===== config.mk =====
export PLATFORM = sky130hd
export DESIGN_NAME = digit_serial_adder
export DESIGN_NICKNAME = d
export VERILOG_FILES = /design/src/rtl/digit_serial_adder.sv
export SDC_FILE = /design/constraint.sdc
export NUM_CORES = 1
export LEC_CHECK = 0
export BUFFER_PORTS_ARGS = -buffer_cell sky130_fd_sc_hd__buf_2
export CAP_MARGIN = 10
export CORE_MARGIN = 2
export CORE_UTILIZATION = 50
export CTS_CLUSTER_SIZE = 25
export DETAILED_ROUTE_END_ITERATION = 8
export PLACE_DENSITY_LB_ADDON = 0.15
export SLEW_MARGIN = 20
export SYNTH_ARGS = -nofsm -noshare
export SYNTH_HDL_FRONTEND = slang
export SYNTH_SLANG_ARGS = --single-unit

===== constraint.sdc =====
create_clock -name clk -period 4.55 [get_ports clk]
set_input_delay 0.2275 -clock clk [delete_from_list [all_inputs] [get_ports clk]]
set_output_delay 0.2275 -clock clk [all_outputs]
set_load 0.05 [all_outputs]

===== src/rtl/digit_serial_adder.sv =====
// Digit-serial adder: adds two WIDTH-bit operands DIGIT bits per clock behind valid/ready handshakes.
// Optional subtract mode is enabled by defining DIGIT_SERIAL_ADDER_SUB_EN (adds the sub input).
module digit_serial_adder #(
    parameter int WIDTH = 32,
    parameter int DIGIT = 4
) (
    input  logic             clk,
    input  logic             rst_n,
    input  logic             in_valid,
    output logic             in_ready,
    input  logic [WIDTH-1:0] a,
    input  logic [WIDTH-1:0] b,
    input  logic             cin,
`ifdef DIGIT_SERIAL_ADDER_SUB_EN
    input  logic             sub,
`endif
    output logic             out_valid,
    input  logic             out_ready,
    output logic [WIDTH-1:0] sum,
    output logic             cout,
    output logic             busy
);

    localparam int NDIG = WIDTH / DIGIT;
    localparam int CW   = (NDIG > 1) ? $clog2(NDIG) : 1;

    if ((WIDTH % DIGIT) != 0 || DIGIT < 1) begin : g_bad_digit
        $error("digit_serial_adder: WIDTH must be a positive multiple of DIGIT");
    end

    typedef enum logic [1:0] {
        IDLE,
        RUN,
        DONE
    } state_t;

    state_t           state;
    logic [CW-1:0]    cnt;
    logic [WIDTH-1:0] a_sh;
    logic [WIDTH-1:0] b_sh;
    logic             carry;

    logic             sub_op;
    logic [WIDTH-1:0] b_load;
    logic             c_load;
    logic [DIGIT:0]   digit_sum;
    logic [WIDTH-1:0] sum_shift;
    logic             last_digit;

`ifdef DIGIT_SERIAL_ADDER_SUB_EN
    assign sub_op = sub;
`else
    assign sub_op = 1'b0;
`endif

    // Subtraction is a + ~b + 1, so only the loaded b and initial carry differ.
    assign b_load     = sub_op ? ~b : b;
    assign c_load     = sub_op ? 1'b1 : cin;
    assign last_digit = (cnt == CW'(NDIG - 1));

    // NOTE: every signal written in always_comb gets a value on every path, so no latch is inferred.
    always_comb begin
        digit_sum = '0;
        digit_sum = {1'b0, a_sh[DIGIT-1:0]} + {1'b0, b_sh[DIGIT-1:0]} + {{DIGIT{1'b0}}, carry};
    end

    // New digits enter at the MSB end; after NDIG shifts the first digit sits at bit 0.
    if (DIGIT == WIDTH) begin : g_single_digit
        assign sum_shift = digit_sum[DIGIT-1:0];
    end else begin : g_multi_digit
        assign sum_shift = {digit_sum[DIGIT-1:0], sum[WIDTH-1:DIGIT]};
    end

    // NOTE: sequential state uses non-blocking assignments so every register samples pre-edge values.
    always_ff @(posedge clk) begin
        if (!rst_n) begin
            state     <= IDLE;
            cnt       <= '0;
            a_sh      <= '0;
            b_sh      <= '0;
            carry     <= 1'b0;
            sum       <= '0;
            cout      <= 1'b0;
            in_ready  <= 1'b1;
            out_valid <= 1'b0;
            busy      <= 1'b0;
        end else begin
            case (state)
                IDLE: begin
                    if (in_valid) begin
                        a_sh     <= a;
                        b_sh     <= b_load;
                        carry    <= c_load;
                        cnt      <= '0;
                        state    <= RUN;
                        in_ready <= 1'b0;
                        busy     <= 1'b1;
                    end
                end
                RUN: begin
                    sum   <= sum_shift;
                    a_sh  <= a_sh >> DIGIT;
                    b_sh  <= b_sh >> DIGIT;
                    carry <= digit_sum[DIGIT];
                    cnt   <= cnt + 1'b1;
                    if (last_digit) begin
                        cout      <= digit_sum[DIGIT];
                        state     <= DONE;
                        out_valid <= 1'b1;
                    end
                end
                DONE: begin
                    if (out_ready) begin
                        state     <= IDLE;
                        out_valid <= 1'b0;
                        in_ready  <= 1'b1;
                        busy      <= 1'b0;
                    end
                end
                default: begin
                    state     <= IDLE;
                    in_ready  <= 1'b1;
                    out_valid <= 1'b0;
                    busy      <= 1'b0;
                end
            endcase
        end
    end

endmodule


# --- After elaboration in Yosys (flattened, before gate mapping) ---
# Cells that the tools add are included.
classes:
  addsub: 3
  eq_ne: 6
  mux: 20
  n_bitwise: 2
  reduce_logical: 7
op_table:
  columns: ["cell", "count"]
  rows:
  - ["one-hot mux 32 bit (2 select lines)", 2]
  - ["2-to-1 mux 32 bit", 2]
  - ["one-hot mux 1 bit (3 select lines)", 3]
  - ["AND reduction 3 bit", 3]
  - ["2-to-1 mux 1 bit", 6]
  - ["2-to-1 mux 2 bit", 3]
  - ["inequality test 2 bit, second input constant", 3]
  - ["one-hot mux 2 bit (3 select lines)", 1]
  - ["one-hot mux 3 bit (2 select lines)", 1]
  - ["adder 4 x 4 -> 5 bit", 1]
  - ["adder 5 x 1 -> 5 bit", 1]
  - ["AND reduction 2 bit", 2]
  - ["adder 3 x 1 -> 3 bit, second input constant", 1]
  - ["equality test 3 bit, second input constant", 1]
  - ["2-to-1 mux 3 bit", 1]
  - ["equality test 2 x 1 -> 1 bit, second input constant", 1]
  - ["equality test 2 bit, second input constant", 1]
  - ["zero test 2 bit", 1]
  - ["NOT 1 bit", 2]
  - ["one-hot mux 1 bit (2 select lines)", 1]
  - ["nonzero test 2 bit", 1]
totals:
  reg_bits: 106
  output_inout_bits: 36
  word_cells: 48

# --- Logic depth before layout (Yosys ltp) ---
logic_depth:
  word_depth: 3
  ltp_mapped: 6
  ltp_nobuf: 5

# --- Worst setup path before layout ---
# OpenSTA, ideal clock, no wires.
synth_path:
  kind: "reg2reg"
  start: "register a_sh[0]"
  end: "register cout"
  setup_time_ns: 0.130
  arrival_time_ns: 1.567
  slack_ns: 2.853
  stages_incl_launch_ff: 6
  synth_period_minus_slack_ns: 1.697
  cell_sequence: "dfxtp_1 > fa_1 > fa_1 > a21o_1 > a21oi_1 > a311oi_1"
synth_via:
  elab_chain_len: 2
synth_rtl:
  columns: ["element", "line", "rtl"]
  rows:
  - ["from (decl)", "39", "logic [WIDTH-1:0] a_sh;"]
  - ["from (signal assigned)", "102", "a_sh <= a_sh >> DIGIT;"]
  - ["adder 4 x 4 -> 5 bit", "64", "digit_sum = {1'b0, a_sh[DIGIT-1:0]} + {1'b0, b_sh[DIGIT-1:0]} + {{DIGIT{1'b0}}, carry};"]
  - ["adder 5 x 1 -> 5 bit", "64", null]
  - ["to (signal assigned)", "107", "cout <= digit_sum[DIGIT];"]
  - ["to (decl)", "20", "output logic cout,"]
# Every way passes these cells.
# A chain may end at the register's enable or synchronous reset.

# --- Final worst setup path ---
layout_path:
  start: "register state[0]"
  end: "register carry"
layout_via:
  elab_chain_len: 3
  elab_cells_between_ends: 6
  cone_classes: "2 x eq/ne; 1 x mux; 3 x reduce/logical"
layout_rtl:
  columns: ["element", "line", "rtl"]
  rows:
  - ["from (decl)", "37", "state_t state;"]
  - ["from (signal assigned)", "77", "state <= IDLE;"]
  - ["from (signal assigned)", "95", "state <= RUN;"]
  - ["from (signal assigned)", "108", "state <= DONE;"]
  - ["equality test 2 x 1 -> 1 bit or zero test 2 bit (tied branches)", "88", "case (state)"]
  - ["nonzero test 2 bit (no line) or inequality test 2 bit (tied branches)", null, null]
  - ["AND reduction 2 bit (no line)", null, null]
  - ["to (signal assigned)", "93", "carry <= c_load;"]
  - ["to (signal assigned)", "104", "carry <= digit_sum[DIGIT];"]
  - ["to (decl)", "41", "logic carry;"]
# Several ways; a longest one is shown, not always the timed one.

==> results.cfg <==
[routing]
drcViolationCount = 0
final_antenna_net_count = 0
wl_um = 10400
dr_total_vias = 4121
firstDrtPassIters = 4
drt_iter0_drc = 183
via_per_inst = 5.41
wire_per_inst_um = 13.7

[timing]
worstMarginPinSlew_ns = 0.715
setup_viol = 0
setup_tns_ns = 0
layout_min_cycle_time_ns = 2.28
finalHoldViolations = 0
slew_headroom = 0.524
rsz0062_at_grt = false
worst_slack_ns = 2.27
skew_ns = 0.0112
drv_slew = 0
period_share = 0.501
fmax_mhz = 438

[power_and_ir_drop]
vdd_ir_drop_max_mv = 0.186
leakage_nw = 2.32
powerDensity_nw_per_um2 = 351

[yosys]
synthFlopType = dfxtp_1
synth_area_leaders = dfxtp_1 (44%), o221a_2 (11%), a21oi_1 (10%), nor2b_1 (7.4%), nand2_1 (5.4%)
yosys_warnings = 0
syn_inst = 563
yosysSeqAreaShare = 0.439
synth_common_cells = dfxtp_1 (106), a21oi_1 (99), nand2_1 (70)
syn_area_sq_um = 4840
yosysMostFrequentCell = dfxtp_1
async_flop_share = 0
synth_cell_types = 35
synth_top_area_share = 0.439
synth_edf_count = 0
synth-seq-cells = 106
synthesis.nets = 639
synth.largest_area_cell = dfxtp_1
syn_area_per_cell_sq_um = 8.59

[cts]
ctsResizeCount = 0
h-tree-depth = 3
cts_buffer_depth = 2
cts-root-buf = clkbuf_8
cts_buffers = 9
clk_pin_slew_ns = 0.10
cts_setup_buffers = 0
tritoncts = built
clk_latency_ns = 0.37
cts.sinks = 106
hold_buffers = 0

[hold_path]
hold_path.class = in -> reg

[layout]
seqCellArea_sq_um = 2130
num_antenna_cells = 0
layout-drive-gt1-share = 0.284
multi_input_area_sq_um = 2430
final_util = 0.589
fillers = 904
nets = 704
area_growth_pct = 13.5

[floorplan]
io-pin-count = 105
die_x_um = 102
die_height_um = 102
core_area_sq_um = 9330
die_area_sq_um = 10500
std_cell_rows = 35
start_util = 0.519

[worst_setup_path]
slowest_stage = dfxtp_4
ff2ff_setup_slack_ns = 2.27
r2r-start = state[0]$_SDFFE_PN0P_
arrival_ns = 2.55
crit_type = reg -> reg
crit_end = carry$_SDFFE_PN0P_
crit_chain = o21ba_2, buf_4, o21ai_0, a221oi_1
worstPathMaxFanout = 52
r2r_cells = 4
critPathLaunch = state[0]$_SDFFE_PN0P_
max_stage_delay_ns = 0.67
cp-end-kind = flip-flop
start_kind = flip-flop
required_ns = 4.82
reg2reg_to = carry$_SDFFE_PN0P_

[status]
status = completed

[grt]
grt_pass1_wl_um = 16900
grt_max_degree = 80
grt_pass1_vias = 3704
grtUsageTotal = 0.200
antenna_found_initial = 0
overflow = 0

[flow_run]
maxCapViolCount = 0

[placement]
gp_congestion = 0.745
dpl.hpwl_um = 6680
place.port_buffers = 104
preCtsSetupSlack_ns = 2.31
final cells by class:
type	instances	area share
Multi-Input combinational cell	399	0.442
Sequential cell	106	0.387
Timing Repair Buffer	110	0.103
Clock buffer	9	0.0226
Inverter	2	0.00137
Tap cell	129	0.0294
Clock inverter	7	0.0144
how the worst min path moves through the flow:
stage / from / to / slack, ns / cells past startpoint
floorplan: a[31] / a_sh[31]$_SDFFE_PN0P_ / 0.38 / 2
global placement: sum[1]$_SDFFE_PN0P_ / sum[1]$_SDFFE_PN0P_ / 0.44 / 2
detailed placement: sum[3]$_SDFFE_PN0P_ / sum[3]$_SDFFE_PN0P_ / 0.45 / 2
CTS: a[31] / a_sh[31]$_SDFFE_PN0P_ / 0.09 / 3
global route: b[31] / b_sh[31]$_SDFFE_PN0P_ / 0.11 / 3
finish: a[31] / a_sh[31]$_SDFFE_PN0P_ / 0.11 / 3
through the flow:
step	cell area, sq um	cells	power, mW	hold WS [ns]
floorplan	4840	563	1.30	0.376
global placement	5290	746	1.36	0.439
detailed placement	5290	746	1.37	0.449
CTS	5490	762	1.95	0.0902
global route	5490	762	2.03	0.106
finish	5490	762	1.93	0.111
registers in the layout, summed over array words and instances (netlist names):
signal,cells
state,2
sum,32
cnt,3
out_valid,1
b_sh,32
a_sh,32
carry,1
cout,1
in_ready,1
busy,1
power by group:
part / switching (mW) / total (mW) / internal (mW)
clock network: 0.358 / 0.578 / 0.220
registers: 0.0474 / 1.04 / 0.991
logic: 0.169 / 0.312 / 0.143
total: 0.574 / 1.93 / 1.35
worst max-delay path: cells and delay by family, from the launching register on:
| family | cells | cell delay, ns |
|---|---|---|
| flip-flops | 1 | 0.67 |
| AO/OA/AOI/OAI | 3 | 1.06 |
| buffers and inverters | 1 | 0.43 |
cells in the final DEF (no fill, tap or decap), types with 2 or more instances in the layout:
| master | synthesis | layout |
|---|---|---|
| a21oi_1 | 99 | 99 |
| nand3b_1 | 6 | 6 |
| a21o_1 | 7 | 7 |
| inv_1 | 2 | 2 |
| nor3_1 | 2 | 2 |
| dfxtp_1 | 106 | 104 |
| ha_1 | 5 | 5 |
| o221a_1 | 8 | 8 |
| clkinv_8 | 0 | 2 |
| nand2_1 | 70 | 70 |
| clkbuf_8 | 0 | 9 |
| nand3_1 | 2 | 2 |
| nand2b_1 | 8 | 7 |
| buf_4 | 4 | 6 |
| nor2b_1 | 57 | 57 |
| o221a_2 | 48 | 48 |
| nor2_1 | 65 | 65 |
| inv_6 | 0 | 4 |
| buf_2 | 24 | 104 |
| fa_1 | 2 | 2 |
| o21ai_0 | 2 | 2 |
| a22oi_1 | 5 | 5 |
metal layers:
metal | GRT usage | up-vias | part of all wire
met2 | 0.338 | 78 | 0.48
met4 | 0.0390 | 0 | 0.0083
met3 | 0.0547 | 7 | 0.048
met5 | 0 | - | 0
met1 | 0.260 | 1933 | 0.47
li1 | - | 2103 | -
logic make-up after synthesis:
| kind of cell | share of synthesized area |
|---|---|
| muxes | 0.00207 |
| DFF | 0.439 |
| buffers and inverters | 0.0605 |
| and+or+nand+nor | 0.205 |
| AOI/OAI and AO/OA | 0.270 |
| xor gates and xnor gates | 0.00181 |
| adders and majority gates | 0.0212 |
No activity file was read; power rests on OpenSTA's default activity.
